**src/rtl/fpga_gearbox_pkg.sv**
```systemverilog
// Shared geometry helpers, default patterns and buffer typedef for the TX gearbox.
// Training support is selected with the FPGA_GEARBOX_TRAIN_EN macro.
package fpga_gearbox_pkg;

    localparam int DEF_IN_W  = 10;
    localparam int DEF_OUT_W = 8;

    localparam logic [7:0] IDLE_PAT_DEF  = 8'h00;
    localparam logic [7:0] TRAIN_PAT_DEF = 8'hF0;

    function automatic int buf_w(input int in_w, input int out_w);
        return in_w + out_w;
    endfunction

    function automatic int fill_w(input int in_w, input int out_w);
        return $clog2(in_w + out_w + 1);
    endfunction

    typedef logic [buf_w(DEF_IN_W, DEF_OUT_W)-1:0] lane_buf_t;

endpackage

```
**src/rtl/fpga_gearbox_lane.sv**
```systemverilog
// One lane's shift buffer: appends accepted words at fill_after, shifts out OUT_W on consume.
// Control (fill, accept, consume, flush) comes from the shared top-level logic.
module fpga_gearbox_lane
    import fpga_gearbox_pkg::*;
#(
    parameter int IN_W   = DEF_IN_W,
    parameter int OUT_W  = DEF_OUT_W,
    parameter int FILL_W = fill_w(DEF_IN_W, DEF_OUT_W)
) (
    input  logic              clk,
    input  logic              rst,
    input  logic              flush,
    input  logic              accept,
    input  logic              consume,
    input  logic [FILL_W-1:0] fill_after,
    input  logic [IN_W-1:0]   word,
    output logic [OUT_W-1:0]  head
);

    localparam int BUF_W = buf_w(IN_W, OUT_W);

    logic [BUF_W-1:0] sh;
    logic [BUF_W-1:0] shifted;
    logic [BUF_W-1:0] sh_next;

    // Drop the consumed slice, then place a new word just above the residue.
    always_comb begin
        shifted = consume ? (sh >> OUT_W) : sh;
        sh_next = shifted;
        if (accept) begin
            sh_next = shifted | ({{OUT_W{1'b0}}, word} << fill_after);
        end
    end

    // Buffer register; bits above the fill level are always kept at zero.
    always_ff @(posedge clk) begin
        if (rst || flush) begin
            sh <= '0;
        end else begin
            sh <= sh_next;
        end
    end

    assign head = sh[OUT_W-1:0];

endmodule

```
**src/rtl/fpga_gearbox_tx.sv**
```systemverilog
// Multi-lane IN_W-to-OUT_W transmit gearbox with handshake, idle fill and underflow flag.
// Optional link training is compiled in when FPGA_GEARBOX_TRAIN_EN is defined.
module fpga_gearbox_tx
    import fpga_gearbox_pkg::*;
#(
    parameter int NUM_LANES             = 4,
    parameter int IN_W                  = DEF_IN_W,
    parameter int OUT_W                 = DEF_OUT_W,
    parameter logic [OUT_W-1:0] IDLE_PAT  = OUT_W'(IDLE_PAT_DEF),
    parameter logic [OUT_W-1:0] TRAIN_PAT = OUT_W'(TRAIN_PAT_DEF)
) (
    input  logic                       clk,
    input  logic                       rst,
    input  logic                       s_valid,
    output logic                       s_ready,
    input  logic [NUM_LANES*IN_W-1:0]  s_data,
    input  logic                       train,
    output logic                       m_valid,
    output logic [NUM_LANES*OUT_W-1:0] m_data,
    output logic                       underflow
);

    localparam int BUF_W = buf_w(IN_W, OUT_W);
    localparam int FW    = fill_w(IN_W, OUT_W);

    logic [FW-1:0] fill;
    logic [FW-1:0] fill_after;
    logic [FW-1:0] fill_next;
    logic          consume;
    logic          accept;
    logic          training;
    logic          primed;
    logic [NUM_LANES*OUT_W-1:0] heads;

`ifdef FPGA_GEARBOX_TRAIN_EN
    assign training = train;
`else
    logic unused_train_cfg;
    assign training         = 1'b0;
    assign unused_train_cfg = train ^ (^TRAIN_PAT);
`endif

    // Shared fill accounting and handshake, derived from registered fill only.
    always_comb begin
        consume    = (fill >= FW'(OUT_W));
        fill_after = consume ? (fill - FW'(OUT_W)) : fill;
        s_ready    = !training &&
                     (({1'b0, fill_after} + (FW+1)'(IN_W)) <= (FW+1)'(BUF_W));
        accept     = s_valid && s_ready;
        fill_next  = accept ? (fill_after + FW'(IN_W)) : fill_after;
    end

    for (genvar k = 0; k < NUM_LANES; k++) begin : g_lane
        fpga_gearbox_lane #(
            .IN_W   (IN_W),
            .OUT_W  (OUT_W),
            .FILL_W (FW)
        ) u_lane (
            .clk        (clk),
            .rst        (rst),
            .flush      (training),
            .accept     (accept),
            .consume    (consume),
            .fill_after (fill_after),
            .word       (s_data[k*IN_W +: IN_W]),
            .head       (heads[k*OUT_W +: OUT_W])
        );
    end

    // Fill counter, registered output slice, priming and sticky underflow.
    always_ff @(posedge clk) begin
        if (rst) begin
            fill      <= '0;
            primed    <= 1'b0;
            underflow <= 1'b0;
            m_valid   <= 1'b0;
            m_data    <= {NUM_LANES{IDLE_PAT}};
        end else if (training) begin
            fill      <= '0;
            primed    <= 1'b0;
            m_valid   <= 1'b0;
            m_data    <= {NUM_LANES{TRAIN_PAT}};
        end else begin
            fill    <= fill_next;
            m_valid <= consume;
            m_data  <= consume ? heads : {NUM_LANES{IDLE_PAT}};
            if (consume) begin
                primed <= 1'b1;
            end
            if (primed && !consume) begin
                underflow <= 1'b1;
            end
        end
    end

endmodule
```
**config.mk**
```make
export PLATFORM = sky130hd
export DESIGN_NAME = fpga_gearbox_tx
export DESIGN_NICKNAME = d
export VERILOG_FILES = /design/src/rtl/fpga_gearbox_pkg.sv /design/src/rtl/fpga_gearbox_lane.sv /design/src/rtl/fpga_gearbox_tx.sv
export SDC_FILE = /design/constraint.sdc
export NUM_CORES = 1
export LEC_CHECK = 0
export BUFFER_PORTS_ARGS = -buffer_cell sky130_fd_sc_hd__buf_2
export CAP_MARGIN = 25
export CORE_MARGIN = 2
export CORE_UTILIZATION = 40
export DETAILED_ROUTE_END_ITERATION = 6
export HOLD_SLACK_MARGIN = 0.05
export MAX_ROUTING_LAYER = met4
export PLACE_DENSITY = 0.55
export SLEW_MARGIN = 30
export SYNTH_ARGS = -nofsm -noshare
export SYNTH_HDL_FRONTEND = slang
export SYNTH_SLANG_ARGS = --single-unit
export TNS_END_PERCENT = 30
```
**constraint.sdc**
```tcl
create_clock -name clk -period 2.8 [get_ports clk]
set_clock_uncertainty 0.1 [all_clocks]
set_input_delay 0.14 -clock clk [delete_from_list [all_inputs] [get_ports clk]]
set_output_delay 0.14 -clock clk [all_outputs]
set_load 0.1 [all_outputs]
```
==> flow_metrics.env, run 1 <==
export IMPL_first_pass_iters=6
export IMPL_synth_async_reset_ratio_pct=0
export IMPL_synth_fp_nets=585
export IMPL_power_density_nw_per_um2=592
export IMPL_critical_path_required_ns=2.56
export IMPL_rsz0062_at_grt="no"
export IMPL_design_core_area_um2=13100
export IMPL_grt_max_degree=39
export IMPL_ff2ff_setup_slack_ns=0.40
export IMPL_initial_core_util_pct=40.6
export IMPL_viasPerCell=5.54
export IMPL_synth_ff_type="dfxtp_1"
export IMPL_ant_nets=0
export IMPL_area_delta_synth_final_pct=16.9
export IMPL_min_from="s_data[39]"
export IMPL_synthCells=539
export IMPL_grt_pass1_vias=4181
export IMPL_ir_drop_mv=0.226
export IMPL_worst_pin_slew_ns=0.921
export IMPL_crit_arrival_ns=2.38
export IMPL_syn_avg_cell_area_um2=9.85
export IMPL_die_height_um=119
export IMPL_htreeDepth=3
export IMPL_hp_class="input pin to flop"
export IMPL_wl_per_cell_um=18.9
export IMPL_end_kind="output pin"
export IMPL_synth_top_family_by_area="compound AO/OA/AOI/OAI gates"
export IMPL_synth_compound_gate_area_share_pct=21.1
export IMPL_synth_fa_ha_area_share_pct=0.471
export IMPL_seqCellArea_um2=2220
export IMPL_clk_path_buf_depth=2
export IMPL_cellLeakagePower_nw=2.67
export IMPL_timing_slew_headroom_pct=38.5
export IMPL_synth_edf_count=0
export IMPL_cts_resized=0
export IMPL_drtIter0Drc=360
export IMPL_core_rowCount=42
export IMPL_dp_hpwl_mm=10.7
export IMPL_cts_tree="done"
export IMPL_synthSimpleGateAreaFrac_pct=14.4
export IMPL_holdWs_ns=0.0599
export IMPL_clock_fmax_ghz=0.381
export IMPL_multi_input_area_um2=2820
export IMPL_yosysWarnings=0
export IMPL_cap_violations=0
export IMPL_min_period_ns=2.62
export IMPL_drc=0
export IMPL_post_route_util_pct=47.5
export IMPL_finalCritPeriodShare_pct=93.7
export IMPL_synth_xor_area_share_pct=0
export IMPL_drt_total_wl_mm=15.0
export IMPL_clk_latency_ns=0.35
export IMPL_crit_path_start_kind="flop"
export IMPL_ys_ff_latch=111
export IMPL_hold_violations=0
export IMPL_nFillCells=1258
export IMPL_synthMuxAreaShare_pct=17.0
export IMPL_critPathLaunch="fill[2]"
export IMPL_synth_cell_types=57
export IMPL_grt_use_total_pct=22.3
export IMPL_r2r_start="fill[2]"
export IMPL_die_area_um2=14200
export IMPL_gp_congestion=0.852
export IMPL_crit_fanout=23
export IMPL_cts_made_buffers=9
export IMPL_final_cell_mix="110 x dfxtp_1, 76 x buf_2, 69 x mux2i_1"
export IMPL_slew_violations=0
export IMPL_grt_pass1_wl_mm=23.7
export IMPL_diodes=0
export IMPL_portBuffers=77
export IMPL_crit_type="flop to output pin"
export IMPL_drive_gt1_share_pct=25.4
export IMPL_ios=79
export IMPL_layout_commonest_cell="dfxtp_1"
export IMPL_overflow=0
export IMPL_netlist_top_cells_area="dfxtp_1 42%, mux2i_1 13%, mux2_2 3.8%, and2_1 3.8%, a22oi_1 3.5%"
export IMPL_syn_area_um2=5310
export IMPL_clk_pin_slew_ns=0.07
export IMPL_nNetsFinal=660
export IMPL_die_w_um=119
export IMPL_status="finished clean"
export IMPL_ys_seq_area_share_pct=41.8
export IMPL_setup_viol=0
export IMPL_antenna_found_initial=0
export IMPL_synth_top_area_share_pct=41.8
export IMPL_yosysTopAreaCell="dfxtp_1"
export IMPL_root_buffer="clkbuf_16"
export IMPL_post_cts_buffers=0
export IMPL_clkSinkCount=111
export IMPL_dr_total_vias=4402
export IMPL_finalPower_mw=3.68
export IMPL_setup_tns_ns=0
## timing repair
item                                    CTS  global route
hold buffers                             10             0
endpoints found under the setup margin    0             0
hold endpoints to repair                 10             0
## metrics by stage
| stage | cells | worst slack (ns) | instance area (µm²) |
|---|---|---|---|
| after global placement | 769 | 0.503 | 5830 |
| final | 794 | 0.178 | 6210 |
| after global routing | 794 | 0.0651 | 6210 |
| after floorplan | 539 | 0.260 | 5310 |
| after detailed placement | 769 | 0.451 | 5830 |
| after CTS | 794 | 0.158 | 6210 |
## per-layer routing
layer / GRT usage (%) / share of wire [%] / up-vias
met5: - / 0 / -
met2: 34.1 / 46 / 156
li1: - / - / 2145
met1: 30.3 / 46 / 2082
met3: 2.59 / 6.7 / 19
met4: 8.33 / 1.9 / 0
## critical path, cell delays in order (launching register included)
cell     delay [ns]
dfxtp_1        0.41
buf_4          0.35
and2_4         0.33
o22ai_2        0.14
or3_1          0.56
buf_12         0.23
## logic make-up after synthesis
family,count (synthesis)
AO/OA/AOI/OAI,149
AND/OR/NAND/NOR,142
flip-flops,111
multiplexers,88
buffers and inverters,47
adder cells (fa/ha/maj),2
## flip-flops by register name, indices dropped and copies added, names as in the netlist
name              count
m_data               32
underflow             1
m_valid               1
g_lane.u_lane.sh     72
fill                  4
primed                1
## where the power goes
| part | internal, mW | total, mW | switching (mW) |
|---|---|---|---|
| Combinational | 0.266 | 0.720 | 0.454 |
| Clock | 0.674 | 1.24 | 0.561 |
| Sequential | 1.67 | 1.72 | 0.0514 |
| Total | 2.61 | 3.68 | 1.07 |
## worst paths after layout
kind	to	cells after the start
hold / removal	g_lane[3].u_lane.sh[11]	3
setup reg to reg	g_lane[0].u_lane.sh[11]	6
hold reg to reg	g_lane[2].u_lane.sh[16]	2
setup / recovery	s_ready	5
## synthesized netlist by cell type, types with 5 or more instances
cell / n
o21ai_0: 21
dfxtp_1: 111
buf_4: 9
a21oi_1: 10
clkbuf_1: 17
a221oi_1: 8
buf_2: 5
o2bb2ai_1: 8
nand2_1: 42
nor2b_1: 6
mux2_2: 18
nand2b_1: 9
and2_1: 32
a22oi_1: 25
buf_6: 8
o22ai_1: 18
a211oi_1: 13
a22o_1: 12
nand3_1: 11
mux2i_1: 69
a31o_2: 7
a32o_1: 7
a21oi_2: 5
nor2_1: 23
## final cells by class
cell class | instances | share of cell area [%]
multi-input cells | 381 | 45.4
flip-flops and latches | 111 | 35.8
repair buffers | 106 | 10.4
clock buffers | 13 | 4.35
well taps | 176 | 3.55
inverters | 5 | 0.302
clock inverters | 2 | 0.222
Note: power is estimated with default switching activity, not from simulation.
==> run 2, diff against run 1 <==
- PLACE_DENSITY: 0.55 -> 0.54
- SYNTH_HIERARCHICAL: default -> 1
==> run 2 against run 1 <==
Die area is 23% higher. Hold slack better by 0.061 ns. Sequential share of layout area shrank 5.3 points. Highest routed layer unchanged. Cell count is 25% higher. Global-route usage is 4.1 points lower. Power increased by 1.3%. Clock power increased by 6%. Core utilization fell by 1.6 points. Sequential power down 4%. Combinational power grew 6.2%.
==> flow_metrics.env, run 2 <==
export IMPL_status="finished clean"
export IMPL_end_kind="flop"
export IMPL_ios=79
export IMPL_initial_core_util_pct=41.2
export IMPL_syn_area_um2=6570
export IMPL_yosysTopAreaCell="dfxtp_1"
export IMPL_worst_pin_slew_ns=0.638
export IMPL_reg_largest_list="g_lane.u_lane/sh: 72 flops, m_data: 32 flops, fill: 4 flops"
export IMPL_synth_cell_types=53
export IMPL_synth_async_reset_ratio_pct=0
export IMPL_post_cts_buffers=0
export IMPL_htreeDepth=3
export IMPL_power_density_nw_per_um2=510
export IMPL_grt_max_degree=54
export IMPL_portBuffers=77
export IMPL_dp_hpwl_mm=11.0
export IMPL_synthMuxAreaShare_pct=19.5
export IMPL_clock_fmax_ghz=0.375
export IMPL_hp_class="input pin to flop"
export IMPL_area_delta_synth_final_pct=11.3
export IMPL_clkSinkCount=111
export IMPL_p_clk_share_pct=35.2
export IMPL_crit_path_start_kind="flop"
export IMPL_comb_power_share_pct=20.5
export IMPL_syn_avg_cell_area_um2=8.96
export IMPL_cts_made_buffers=9
export IMPL_synthCells=733
export IMPL_post_route_util_pct=45.9
export IMPL_layout_commonest_cell="dfxtp_1"
export IMPL_overflow=0
export IMPL_nFillCells=1571
export IMPL_yosys_top_cells_count="111 x dfxtp_1, 77 x mux2i_1, 44 x nand2_1"
export IMPL_grt_pass1_vias=5093
export IMPL_crit_type="flop to flop"
export IMPL_drive_gt1_share_pct=21.5
export IMPL_placed_area_um2=6960
export IMPL_largest_reg_flops=72
export IMPL_grt_use_total_pct=18.2
export IMPL_synth_fa_ha_area_share_pct=0.381
export IMPL_min_period_ns=2.67
export IMPL_final_cell_mix="109 x dfxtp_1, 77 x mux2i_1, 76 x buf_2"
export IMPL_p_sw_share_pct=29.4
export IMPL_p_sw_mw=1.10
export IMPL_drt_total_wl_mm=15.3
export IMPL_rsz0062_at_grt="no"
export IMPL_synthSimpleGateAreaFrac_pct=22.4
export IMPL_critical_path_required_ns=2.99
export IMPL_finalCritPeriodShare_pct=95.2
export IMPL_top_register="g_lane.u_lane/sh"
export IMPL_yosysWarnings=6
export IMPL_ys_seq_area_share_pct=33.8
export IMPL_ys_ff_latch=111
export IMPL_gp_congestion=0.891
export IMPL_first_pass_iters=5
export IMPL_wl_per_cell_um=15.5
export IMPL_synth_top_area_share_pct=33.8
export IMPL_crit_fanout=8
export IMPL_timing_slew_headroom_pct=57.3
export IMPL_netlist_top_cells_area="dfxtp_1 34%, mux2i_1 12%, buf_4 4.2%, mux4_2 4.1%, and2_1 3.5%"
export IMPL_drtIter0Drc=348
export IMPL_synth_ff_type="dfxtp_1"
export IMPL_synth_most_common_cell="dfxtp_1"
export IMPL_clk_pin_slew_ns=0.07
export IMPL_design_core_area_um2=15900
export IMPL_root_buffer="clkbuf_16"
export IMPL_nNetsFinal=814
export IMPL_viasPerCell=5.39
export IMPL_synth_compound_gate_area_share_pct=14.6
export IMPL_slew_violations=0
export IMPL_dr_total_vias=5327
export IMPL_hold_violations=0
export IMPL_clk_latency_ns=0.36
export IMPL_ir_drop_mv=0.376
export IMPL_antenna_found_initial=0
export IMPL_cellLeakagePower_nw=2.85
export IMPL_cap_violations=0
export IMPL_p_int_mw=2.63
export IMPL_post_route_cell_area_um2=7310
export IMPL_setup_viol=0
export IMPL_p_seq_share_pct=44.3
export IMPL_die_area_um2=17500
export IMPL_ant_nets=0
export IMPL_diodes=0
export IMPL_cts_tree="done"
export IMPL_synth_xor_area_share_pct=0
export IMPL_die_w_um=132
export IMPL_grt_pass1_wl_mm=25.7
export IMPL_synth_top_family_by_area="simple AND/OR/NAND/NOR gates"
export IMPL_crit_arrival_ns=2.85
export IMPL_synth_edf_count=0
export IMPL_clk_path_buf_depth=2
export IMPL_drc=0
export IMPL_core_rowCount=46
export IMPL_die_height_um=132
==> run 2: cell types whose count changed in the layout (fill, tap and decap cells not counted), sizes merged, moves of 11 or more <==
cell | previous run | this run
a21oi | 16 | 36
a22oi | 25 | 5
o221ai | 0 | 20
nor3 | 5 | 24
nor2b | 6 | 21
inv | 5 | 18
nand3 | 11 | 24
a22o | 12 | 0
conb | 0 | 12
mux4 | 0 | 12
nand3b | 0 | 12
or3 | 1 | 12
==> run 2: repair_timing <==
| item | 4_1_cts | 5_1_grt |
|---|---|---|
| setup endpoints to repair | 0 | 16 |
| hold buffers | 1 | 0 |
| gates resized for setup | 0 | 7 |
| hold endpoints to repair | 2 | 0 |
==> run 2: cells by family (layout without fill, tap and decap cells) <==
| family | after synthesis | in the layout |
|---|---|---|
| flops | 111 | 111 |
| compound gates | 140 | 140 |
| fa+ha+maj | 2 | 2 |
| mux | 110 | 110 |
| buf+inv | 105 | 134 |
| other cells | 1 | 12 |
| simple gates | 264 | 264 |
==> run 2: worst paths after layout <==
kind	end	cells after the start	slack [ns]	start
hold reg to reg	m_data[2]	1	0.36	g_lane[0].u_lane/sh[2]
setup / recovery	g_lane[0].u_lane/sh[13]	12	0.13	fill[1]
setup reg to reg	g_lane[0].u_lane/sh[13]	12	0.13	fill[1]
hold / removal	fill[4]	3	0.12	s_valid
==> run 2: area by class of cell <==
cell class / instances / area [µm²] / share of cell area (%)
clock buffers: 9 / 225 / 3.08
inverters: 16 / 60.1 / 0.821
clock inverters: 7 / 80.1 / 1.10
multi-input cells: 528 / 3830 / 52.4
well taps: 216 / 270 / 3.70
repair buffers: 102 / 619 / 8.47
flip-flops and latches: 111 / 2230 / 30.5
==> run 2: metrics by stage <==
| stage | TNS (ns) | worst slack [ns] | std cells | total power, mW | hold WS, ns |
|---|---|---|---|---|---|
| finish | 0 | 0.133 | 989 | 3.73 | 0.121 |
| global placement | 0 | 0.173 | 972 | 2.43 | 0.343 |
| detailed placement | 0 | 0.134 | 972 | 2.44 | 0.339 |
| CTS | 0 | 0.107 | 989 | 3.76 | 0.0899 |
| floorplan | -0.324 | -0.0809 | 744 | 2.28 | 0.247 |
| global route | 0 | 0.0136 | 989 | 3.92 | 0.137 |
==> run 2: per-layer routing <==
metal | global-route usage (%) | share of wire, % | up-vias
met5 | - | 0 | -
met4 | 6.51 | 1.5 | 0
met3 | 2.19 | 3.4 | 16
met2 | 29.0 | 46 | 110
met1 | 23.8 | 49 | 2512
li1 | - | - | 2689
==> run 2: worst max-delay path, stage by stage (launching register included) <==
cell and delay, ns:
dfxtp_4 0.37, inv_1 0.06, ha_1 0.30, nand2b_2 0.20
nand2b_2 0.10, a21oi_2 0.09, o32ai_4 0.25, buf_4 0.21
nand2b_1 0.07, buf_4 0.16, nor3_1 0.43, a22oi_1 0.15
o21ai_1 0.11
==> run 2: power by group through the flow <==
stage / Sequential, mW / Combinational (mW) / Clock (mW)
after floorplan: 1.73 / 0.556 / 0
after global placement: 1.69 / 0.739 / 0
after detailed placement: 1.69 / 0.748 / 0
after CTS: 1.65 / 0.753 / 1.36
after global routing: 1.66 / 0.836 / 1.42
final: 1.65 / 0.765 / 1.31
==> run 3, diff against run 2 <==
- GPL_TIMING_DRIVEN: default -> 0
==> run 3 against run 2 <==
Non-clock buffer count increased by 72. Largest cell class unchanged. Clock power decreased by 7%. Setup slack got worse by 0.064 ns.
==> flow_metrics.env, run 3 (same netlist as run 2, synthesis figures left out) <==
export IMPL_design_core_area_um2=15900
export IMPL_ant_nets=0
export IMPL_largest_reg_flops=72
export IMPL_fin_cells=1061
export IMPL_nFillCells=1577
export IMPL_min_period_ns=2.73
export IMPL_dp_hpwl_mm=12.5
export IMPL_grt_pass1_vias=5446
export IMPL_ctsHoldBuffers=0
export IMPL_finalCritPeriodShare_pct=97.5
export IMPL_worstRegToRegCells=12
export IMPL_ios=79
export IMPL_reg_largest_list="g_lane.u_lane/sh: 72 flops, m_data: 32 flops, fill: 4 flops"
export IMPL_viasPerCell=5.35
export IMPL_grt_pass1_wl_mm=27.7
export IMPL_clock_fmax_ghz=0.366
export IMPL_hp_class="input pin to flop"
export IMPL_power_density_nw_per_um2=483
export IMPL_cellLeakagePower_nw=3.11
export IMPL_hold_violations=0
export IMPL_crit_arrival_ns=2.93
export IMPL_rsz0062_at_grt="yes"
export IMPL_p_sw_mw=1.11
export IMPL_diodes=0
export IMPL_top_register="g_lane.u_lane/sh"
export IMPL_area_delta_synth_final_pct=17.2
export IMPL_p_sw_share_pct=30.0
export IMPL_drc=0
export IMPL_clk_latency_ns=0.35
export IMPL_clkSinkCount=111
export IMPL_die_w_um=132
export IMPL_setup_viol=0
export IMPL_wl_per_cell_um=15.8
export IMPL_gp_congestion=0.886
export IMPL_initial_core_util_pct=41.2
export IMPL_slew_violations=0
export IMPL_ir_drop_mv=0.387
export IMPL_antenna_found_initial=0
export IMPL_critical_path_required_ns=3.00
export IMPL_root_buffer="clkbuf_16"
export IMPL_portBuffers=77
export IMPL_drtIter0Drc=452
export IMPL_p_seq_share_pct=44.4
export IMPL_p_int_mw=2.60
export IMPL_comb_power_share_pct=22.7
export IMPL_clk_path_buf_depth=2
export IMPL_crit_fanout=7
export IMPL_first_pass_iters=5
export IMPL_critPathLaunch="fill[1]"
export IMPL_status="finished clean"
export IMPL_post_route_util_pct=48.3
export IMPL_cts_tree="done"
export IMPL_die_area_um2=17500
export IMPL_p_clk_share_pct=32.9
export IMPL_grt_use_total_pct=19.8
export IMPL_layout_commonest_cell="dfxtp_1"
export IMPL_final_cell_mix="109 x dfxtp_1, 101 x buf_2, 77 x mux2i_1"
export IMPL_clk_pin_slew_ns=0.07
export IMPL_worst_pin_slew_ns=0.893
export IMPL_nNetsFinal=886
export IMPL_die_height_um=132
export IMPL_r2r_start="fill[1]"
export IMPL_cts_made_buffers=9
export IMPL_drive_gt1_share_pct=25.7
export IMPL_crit_type="flop to flop"
export IMPL_overflow=0
export IMPL_cap_violations=0
export IMPL_crit_path_start_kind="flop"
export IMPL_drt_total_wl_mm=16.8
export IMPL_htreeDepth=3
export IMPL_endpoint="g_lane[2].u_lane/sh[10]"
export IMPL_end_kind="flop"
export IMPL_timing_slew_headroom_pct=40.4
export IMPL_timing_rr_end="g_lane[2].u_lane/sh[10]"
export IMPL_dr_total_vias=5679
export IMPL_ff2ff_setup_slack_ns=0.07
export IMPL_core_rowCount=46
export IMPL_grt_max_degree=19
export IMPL_dp_cells=1037
-- run 3: per-stage QoR --
stage               total power, mW   TNS, ns  setup slack, ns  hold slack (ns)  instance area [µm²]
finish                         3.72         0           0.0695            0.102                 7700
global route                   3.90    -0.195          -0.0729            0.116                 7700
CTS                            3.74  -0.00127         -0.00127           0.0908                 7660
detailed placement             2.49    -35.00           -0.920            0.356                 7270
global placement               2.48    -33.19           -0.912            0.351                 7270
floorplan                      2.28    -0.324          -0.0809            0.247                 6620
-- run 3: worst max-delay path: stages (launching register included) --
cell	delay [ns]
dfxtp_4	0.35
inv_1	0.05
ha_1	0.30
nand2b_2	0.20
nand2b_2	0.10
a21oi_2	0.09
o32ai_4	0.28
buf_12	0.17
nand2b_2	0.11
or3_1	0.31
buf_2	0.18
nor4_4	0.30
a221o_1	0.14
-- run 3: how the worst min path moves through the flow --
stage | slack [ns] | end | cells past startpoint | startpoint
floorplan | 0.25 | fill[3] | 2 | rst
global placement | 0.35 | primed | 2 | primed
detailed placement | 0.36 | g_lane[1].u_lane/sh[14] | 2 | g_lane[1].u_lane/sh[14]
CTS | 0.09 | fill[4] | 3 | s_valid
global route | 0.12 | fill[4] | 3 | s_valid
finish | 0.10 | fill[4] | 3 | s_valid
-- run 3: area by class of cell --
class	count	area [µm²]	area share (%)
plain buffers	89	547	7.10
clock buffers	10	239	3.10
flip-flops and latches	111	2230	29.0
inverters	16	60.1	0.780
multi-input cells	528	3850	50.0
clock inverters	6	43.8	0.569
well taps	216	270	3.51
repair buffers	85	462	6.00
-- run 3: power groups by stage --
stage,Sequential (mW),Clock [mW],Combinational (mW)
CTS,1.65,1.27,0.825
detailed placement,1.70,0,0.791
finish,1.65,1.22,0.843
floorplan,1.73,0,0.556
global placement,1.70,0,0.784
global route,1.66,1.33,0.916
-- run 3: timing repair --
item	in CTS	in global routing
endpoints found under the setup margin	72	9
resized for setup	10	8
hold endpoints to repair	0	0
pin swaps	1	1
setup buffers	7	1
-- run 3: routing by layer --
metal  track usage [%]  share of wire, %  vias up
li1                  -                 -     2830
met1              25.9                47     2692
met2              32.2                48      143
met3              1.92               3.6       14
met4              6.21               1.5        0
met5                 -                 0        -
